<file path="src/rtl/configf_pkg.sv">
// Shared constants, state encoding and frame builder for the ADC configuration
// SPI engine.
package configf_pkg;

  localparam int FRAME_BITS  = 24;
  localparam int DATA_BITS   = 16;
  localparam int COMM_BITS   = FRAME_BITS - DATA_BITS;
  localparam int BIT_CNT_W   = $clog2(FRAME_BITS);

  // Communication-byte field positions
  localparam int COMM_RW_BIT = 6;
  localparam int COMM_RS_MSB = 5;
  localparam int COMM_RS_LSB = 3;
  localparam int RS_BITS     = COMM_RS_MSB - COMM_RS_LSB + 1;

  // One-hot state encoding
  localparam int         STATE_BITS  = 5;
  localparam logic [4:0] ST_IDLE     = 5'b00001;
  localparam logic [4:0] ST_CS_SETUP = 5'b00010;
  localparam logic [4:0] ST_SHIFT    = 5'b00100;
  localparam logic [4:0] ST_CS_HOLD  = 5'b01000;
  localparam logic [4:0] ST_DONE     = 5'b10000;

  typedef struct packed {
    logic                  is_read;
    logic [FRAME_BITS-1:0] frame;
  } cmd_t;

  // RW bit in the comm byte is 1 for reads; the data field is zero on reads.
  function automatic logic [FRAME_BITS-1:0] build_frame(
    input logic                 is_write,
    input logic [RS_BITS-1:0]   rs,
    input logic [DATA_BITS-1:0] wdata
  );
    logic [COMM_BITS-1:0] comm;
    logic [DATA_BITS-1:0] payload;
    comm                          = '0;
    comm[COMM_RW_BIT]             = ~is_write;
    comm[COMM_RS_MSB:COMM_RS_LSB] = rs;
    payload                       = is_write ? wdata : '0;
    return {comm, payload};
  endfunction

endpackage

</file>
<file path="src/rtl/configf_sclk_div.sv">
// SCLK half-period divider: times the low/high phases of each SPI bit and
// counts bits across the 24-bit frame while enabled.
module configf_sclk_div
  import configf_pkg::*;
#(
  parameter int CLK_DIV = 4
) (
  input  logic                 clk,
  input  logic                 reset,
  input  logic                 en,
  output logic                 fall_tick,
  output logic                 rise_tick,
  output logic [BIT_CNT_W-1:0] bit_cnt,
  output logic                 last_bit
);

  localparam int HALF_W = $clog2(CLK_DIV);

  logic [HALF_W-1:0] half_cnt;
  logic              high_phase;
  logic              half_end;

  assign half_end  = (half_cnt == HALF_W'(CLK_DIV - 1));
  // rise_tick ends a low phase, fall_tick ends a high phase (incl. the last bit)
  assign rise_tick = en & half_end & ~high_phase;
  assign fall_tick = en & half_end &  high_phase;
  assign last_bit  = (bit_cnt == BIT_CNT_W'(FRAME_BITS - 1));

  // NOTE: sequential state uses non-blocking assignments so every register
  // samples pre-edge values regardless of statement order.
  always_ff @(posedge clk or posedge reset) begin
    if (reset) begin
      half_cnt   <= '0;
      high_phase <= 1'b0;
      bit_cnt    <= '0;
    end else if (!en) begin
      half_cnt   <= '0;
      high_phase <= 1'b0;
      bit_cnt    <= '0;
    end else if (half_end) begin
      half_cnt   <= '0;
      high_phase <= ~high_phase;
      if (high_phase) begin
        bit_cnt <= last_bit ? '0 : bit_cnt + 1'b1;
      end
    end else begin
      half_cnt <= half_cnt + 1'b1;
    end
  end

endmodule

</file>
<file path="src/rtl/configf_host.sv">
// ADC configuration SPI command engine: accepts one register command per
// strobe, shifts a 24-bit mode-3 frame and returns the read word.
module configf_host
  import configf_pkg::*;
#(
  parameter int CLK_DIV = 4
) (
  input  logic                 clk,
  input  logic                 reset,
  input  logic                 user_cmd_en_in,
  input  logic [7:0]           user_addr_in,
  input  logic [DATA_BITS-1:0] user_wrrd_num_in,
  output logic                 user_cmd_done_out,
  output logic [DATA_BITS-1:0] user_rd_data_out,
  output logic                 user_rd_valid_out,
  output logic                 user_busy_out,
  output logic                 spi_cs_n,
  output logic                 spi_sclk,
  output logic                 spi_mosi,
  input  logic                 spi_miso
);

  localparam int WAIT_W = $clog2(CLK_DIV);

  logic [STATE_BITS-1:0] state;
  logic [WAIT_W-1:0]     wait_cnt;
  logic                  wait_end;
  cmd_t                  cmd_q;
  logic [DATA_BITS-1:0]  rx_q;
  logic [FRAME_BITS-1:0] frame_next;

  logic                  fall_tick;
  logic                  rise_tick;
  logic [BIT_CNT_W-1:0]  bit_cnt;
  logic                  last_bit;

  // Address bits 6:3 carry no meaning for this device.
  logic unused_addr_bits;
  assign unused_addr_bits = ^user_addr_in[6:3];

  assign frame_next = build_frame(user_addr_in[7], user_addr_in[2:0], user_wrrd_num_in);
  assign wait_end   = (wait_cnt == WAIT_W'(CLK_DIV - 1));

  configf_sclk_div #(
    .CLK_DIV (CLK_DIV)
  ) u_sclk_div (
    .clk       (clk),
    .reset     (reset),
    .en        (state == ST_SHIFT),
    .fall_tick (fall_tick),
    .rise_tick (rise_tick),
    .bit_cnt   (bit_cnt),
    .last_bit  (last_bit)
  );

  // Outputs are updated on the same edge as the state change that implies
  // them, so every pin is a plain register with no input-to-output path.
  always_ff @(posedge clk or posedge reset) begin
    if (reset) begin
      state             <= ST_IDLE;
      wait_cnt          <= '0;
      cmd_q             <= '0;
      rx_q              <= '0;
      spi_cs_n          <= 1'b1;
      spi_sclk          <= 1'b1;
      spi_mosi          <= 1'b0;
      user_cmd_done_out <= 1'b0;
      user_rd_valid_out <= 1'b0;
      user_busy_out     <= 1'b0;
      user_rd_data_out  <= '0;
    end else begin
      user_cmd_done_out <= 1'b0;
      user_rd_valid_out <= 1'b0;

      case (state)
        ST_IDLE: begin
          if (user_cmd_en_in) begin
            cmd_q.frame   <= frame_next;
            cmd_q.is_read <= ~user_addr_in[7];
            wait_cnt      <= '0;
            spi_cs_n      <= 1'b0;
            spi_mosi      <= frame_next[FRAME_BITS-1];
            user_busy_out <= 1'b1;
            state         <= ST_CS_SETUP;
          end
        end

        ST_CS_SETUP: begin
          if (wait_end) begin
            wait_cnt <= '0;
            spi_sclk <= 1'b0;
            state    <= ST_SHIFT;
          end else begin
            wait_cnt <= wait_cnt + 1'b1;
          end
        end

        ST_SHIFT: begin
          if (rise_tick) begin
            spi_sclk <= 1'b1;
            rx_q     <= {rx_q[DATA_BITS-2:0], spi_miso};
          end else if (fall_tick) begin
            if (last_bit) begin
              state <= ST_CS_HOLD;
            end else begin
              // bit_cnt is the bit just finished; present the next one
              spi_sclk <= 1'b0;
              spi_mosi <= cmd_q.frame[BIT_CNT_W'(FRAME_BITS - 2) - bit_cnt];
            end
          end
        end

        ST_CS_HOLD: begin
          if (wait_end) begin
            wait_cnt          <= '0;
            spi_cs_n          <= 1'b1;
            spi_mosi          <= 1'b0;
            user_cmd_done_out <= 1'b1;
            if (cmd_q.is_read) begin
              user_rd_data_out  <= rx_q;
              user_rd_valid_out <= 1'b1;
            end
            state <= ST_DONE;
          end else begin
            wait_cnt <= wait_cnt + 1'b1;
          end
        end

        ST_DONE: begin
          user_busy_out <= 1'b0;
          state         <= ST_IDLE;
        end

        default: begin
          wait_cnt      <= '0;
          spi_cs_n      <= 1'b1;
          spi_sclk      <= 1'b1;
          spi_mosi      <= 1'b0;
          user_busy_out <= 1'b0;
          state         <= ST_IDLE;
        end
      endcase
    end
  end

endmodule

</file>
<file path="config.mk">
export PLATFORM = sky130hd
export DESIGN_NAME = configf_host
export DESIGN_NICKNAME = d
export VERILOG_FILES = /design/src/rtl/configf_pkg.sv /design/src/rtl/configf_sclk_div.sv /design/src/rtl/configf_host.sv
export SDC_FILE = /design/constraint.sdc
export NUM_CORES = 1
export LEC_CHECK = 0
export ABC_CLOCK_PERIOD_IN_PS = 2800
export CAP_MARGIN = 20
export CELL_PAD_IN_SITES_DETAIL_PLACEMENT = 1
export CELL_PAD_IN_SITES_GLOBAL_PLACEMENT = 2
export CORE_MARGIN = 2
export CORE_UTILIZATION = 43
export CTS_BUF_LIST = sky130_fd_sc_hd__clkbuf_2 sky130_fd_sc_hd__clkbuf_4 sky130_fd_sc_hd__clkbuf_8
export DETAILED_ROUTE_END_ITERATION = 8
export DONT_BUFFER_PORTS = 1
export PLACE_DENSITY = 0.89
export SYNTH_ARGS = -nofsm -noshare
export SYNTH_HDL_FRONTEND = slang
export SYNTH_SLANG_ARGS = --single-unit
</file>
<file path="constraint.sdc">
create_clock -name clk -period 2.8 [get_ports clk]
set_input_delay 0.56 -clock clk [delete_from_list [all_inputs] [get_ports clk]]
set_output_delay 0.56 -clock clk [all_outputs]
set_load 0.02 [all_outputs]
</file>
==> impl_metrics.csv <==
group,metric,value,unit
status,status,"complete, no violations",
synth,synth_common_cells,"dfrtp_1 (70), nand2_1 (47), o21ai_0 (29)",
sta,holdWs,157.0,ps
clock_tree,htree_levels,3,
clock_tree,insertion_delay,350,ps
final_layout,area_delta_synth_final,7.849,%
clock_tree,cts_buffers,9,
critical_path,worstPathMaxFanout,9,
sta,setup_tns,0,ps
final_layout,layout.cells.non_filler,400,
sta,report.final.hold_viol_count,0,
global_route,grt_pass1_wl,12.06,mm
synth,yosys_most_used_dff,"dfrtp_1",
floorplan,die_area,8700,um2
critical_path,cp-start-kind,"register",
clock_tree,cts_resized,0,
synth,syn_area,3427,um2
global_route,grt_max_degree,49,
placed_design,placed_cells,384,
route,dr.pass1.iters,4,
placed_design,dp_hpwl,4.779,mm
final_layout,layout-drive-gt1-share,24.50,%
synth,yosysWarnings,0,
sta,fin_skew,10.07,ps
critical_path,path_buf_inv,0,
floorplan,core,7727,um2
pwr,finalPower,2.898,mW
synth,synthCells,299,
sta,tightest_slew,579.2,ps
final_layout,insertedDiodeCount,0,
global_route,grt_usage,17.87,%
critical_path,critical_path.top_delay_family,"compound AO/OA/AOI/OAI gates",
floorplan,std_cell_rows,32,
critical_path,required,3070,ps
global_route,grt_pass1_vias,2373,
floorplan,ios,50,
synth,synth_cell_types,51,
clock_tree,post_cts_buffers,0,
placed_design,place_ws,873.9,ps
run,drv_cap,0,
pwr,ir_drop,0.3854,mV
synth,syn_avg_cell_area,11.46,um2
clock_tree,clock_path_buffers,2,
placed_design,place_area,3475,um2
critical_path,cp-end-kind,"register",
critical_path,arrival,2240,ps
clock_tree,cts_tree,"yes",
clock_tree,cts_num_sinks,73,
sta,min_period_over_period,70.31,%
floorplan,die-height,93.28,um
critical_path,worstSetupPathType,"register to register",
sta,rsz0062_at_grt,"false",
synth,yosysTopAreaCell,"dfrtp_1",
synth,ys_top_cells_by_area,"dfrtp_1 (51%), mux2_2 (8.9%), nand2_1 (5.1%), o21ai_0 (4.2%), mux2_4 (3.9%)",
sta,final.setup.worst_slack,831.2,ps
synth,seq_area_frac_synth,53.41,%
synth,async_flop_share,100.0,%
sta,setup_viol_count_final,0,
pwr,powerDensity,784.2,nW/um2
route,viasPerCell,5.475,
critical_path,critPathSlowestCell,"dfrtp_1",
sta,drv_slew,0,
synth,synth_most_common_cell,"dfrtp_1",
placed_design,gp_congestion,0.7725,
route,ant_nets,0,
critical_path,slowest_delay,400,ps
global_route,antenna_found_initial,0,
pwr,p_leak,1.742,nW
sta,slew_headroom,61.33,%
final_layout,post-route-cell-area,3696,um2
clock_tree,clock-root-buffer,"clkbuf_8",
global_route,grt_overflow,0,
clock_tree,postCtsHoldBufs,0,
synth,synth-edff-count,0,
route,vias,2190,
floorplan,start_util,44.35,%
route,drt-total-wl,6.870,mm
clock_tree,clk_pin_slew,80,ps
sta,fin_crit,1969,ps
synth,ys_ff_latch,73,
route,drt_iter0_drc,79,
synth,synth_top_area_share,51.11,%
sta,max_freq,507.9,MHz
placed_design,io_buffer_count,0,
final_layout,final_util,47.83,%
route,routedWlPerCell,17.18,um
final_layout,nNetsFinal,324,
synth,synth.net_count,330,
route,drc,0,
floorplan,fp.dieW,93.28,um
critical_path,crit_chain,"ha_1 > xor2_1 > mux2_2 > o221ai_1 > o31ai_1 > o2bb2ai_1",
min_path,hp-class,"input pin to asynchronous set/reset pin",
flip-flops by register name (all words and copies together), names as in the netlist:
signal / flops
rx_q: 16
cmd_q: 20
user_rd_data_out: 16
user_rd_valid_out: 1
u_sclk_div.high_phase: 1
u_sclk_div.half_cnt: 2
u_sclk_div.bit_cnt: 5
user_cmd_done_out: 1
spi_mosi: 1
spi_sclk: 1
state: 5
wait_cnt: 2
spi_cs_n: 1
user_busy_out: 1
cell usage in the layout (no fill, tap or decap), drive strengths merged, types with 2 or more instances in the layout:
master / n
xor2: 2
clkbuf: 10
nand2b: 4
nor2b: 4
o22ai: 3
a21o: 2
nor3: 4
o31ai: 3
a31oi: 3
dfrtp: 70
bufinv: 2
mux2i: 2
clkinv: 2
nand2: 48
nor2: 6
a21oi: 10
nor3b: 3
mux4: 4
o221ai: 2
mux2: 37
dfstp: 3
o21ai: 31
nand3: 10
ha: 3
buf: 3
xnor2: 2
and3: 4
inv: 7
power breakdown:
part	switching (mW)	total, mW	internal [mW]
clock	0.405	0.920	0.515
sequential	0.168	1.41	1.24
combinational	0.313	0.572	0.260
total	0.886	2.90	2.01
layer usage:
metal	wire, um	part of all wire (%)	track usage [%]
met5	0	0	0
met4	125	1.8	7.353
met3	218	3.2	3.626
met2	3360	49	29.20
met1	3166	46	23.24
layout make-up:
class / count / area, um2
Multi-Input combinational cell: 200 / 1459
Tap cell: 102 / 127.6
Clock buffer: 10 / 131.4
Clock inverter: 6 / 90.09
Fill cell: 829 / 4031
Inverter: 6 / 22.52
Timing Repair Buffer: 3 / 35.03
Sequential cell: 73 / 1831
final timing paths:
check / from / end / slack (ps) / cells past startpoint
min in group clk: user_cmd_en_in / state[0] / 280 / 1
max in group asynchronous: reset / spi_sclk / 1940 / 2
hold reg to reg: u_sclk_div.half_cnt[0] / u_sclk_div.half_cnt[0] / 450 / 1
hold / removal: reset / cmd_q[21] / 160 / 1
setup / recovery: u_sclk_div.bit_cnt[1] / spi_mosi / 830 / 6
setup reg to reg: u_sclk_div.bit_cnt[1] / spi_mosi / 830 / 6
cell families (layout without fill, tap and decap cells):
group                    count (synthesis)  count (layout)  synth area share (%)
AND/OR/NAND/NOR                         90              90                 13.84
flip-flops                              73              73                 53.41
AO/OA/AOI/OAI                           60              60                 10.26
multiplexers                            43              43                 16.36
buffers and inverters                   26              25                 4.016
XOR/XNOR                                 4               4                 1.022
adder cells (fa/ha/maj)                  3               3                 1.095
(Power assumes the default switching activity.)
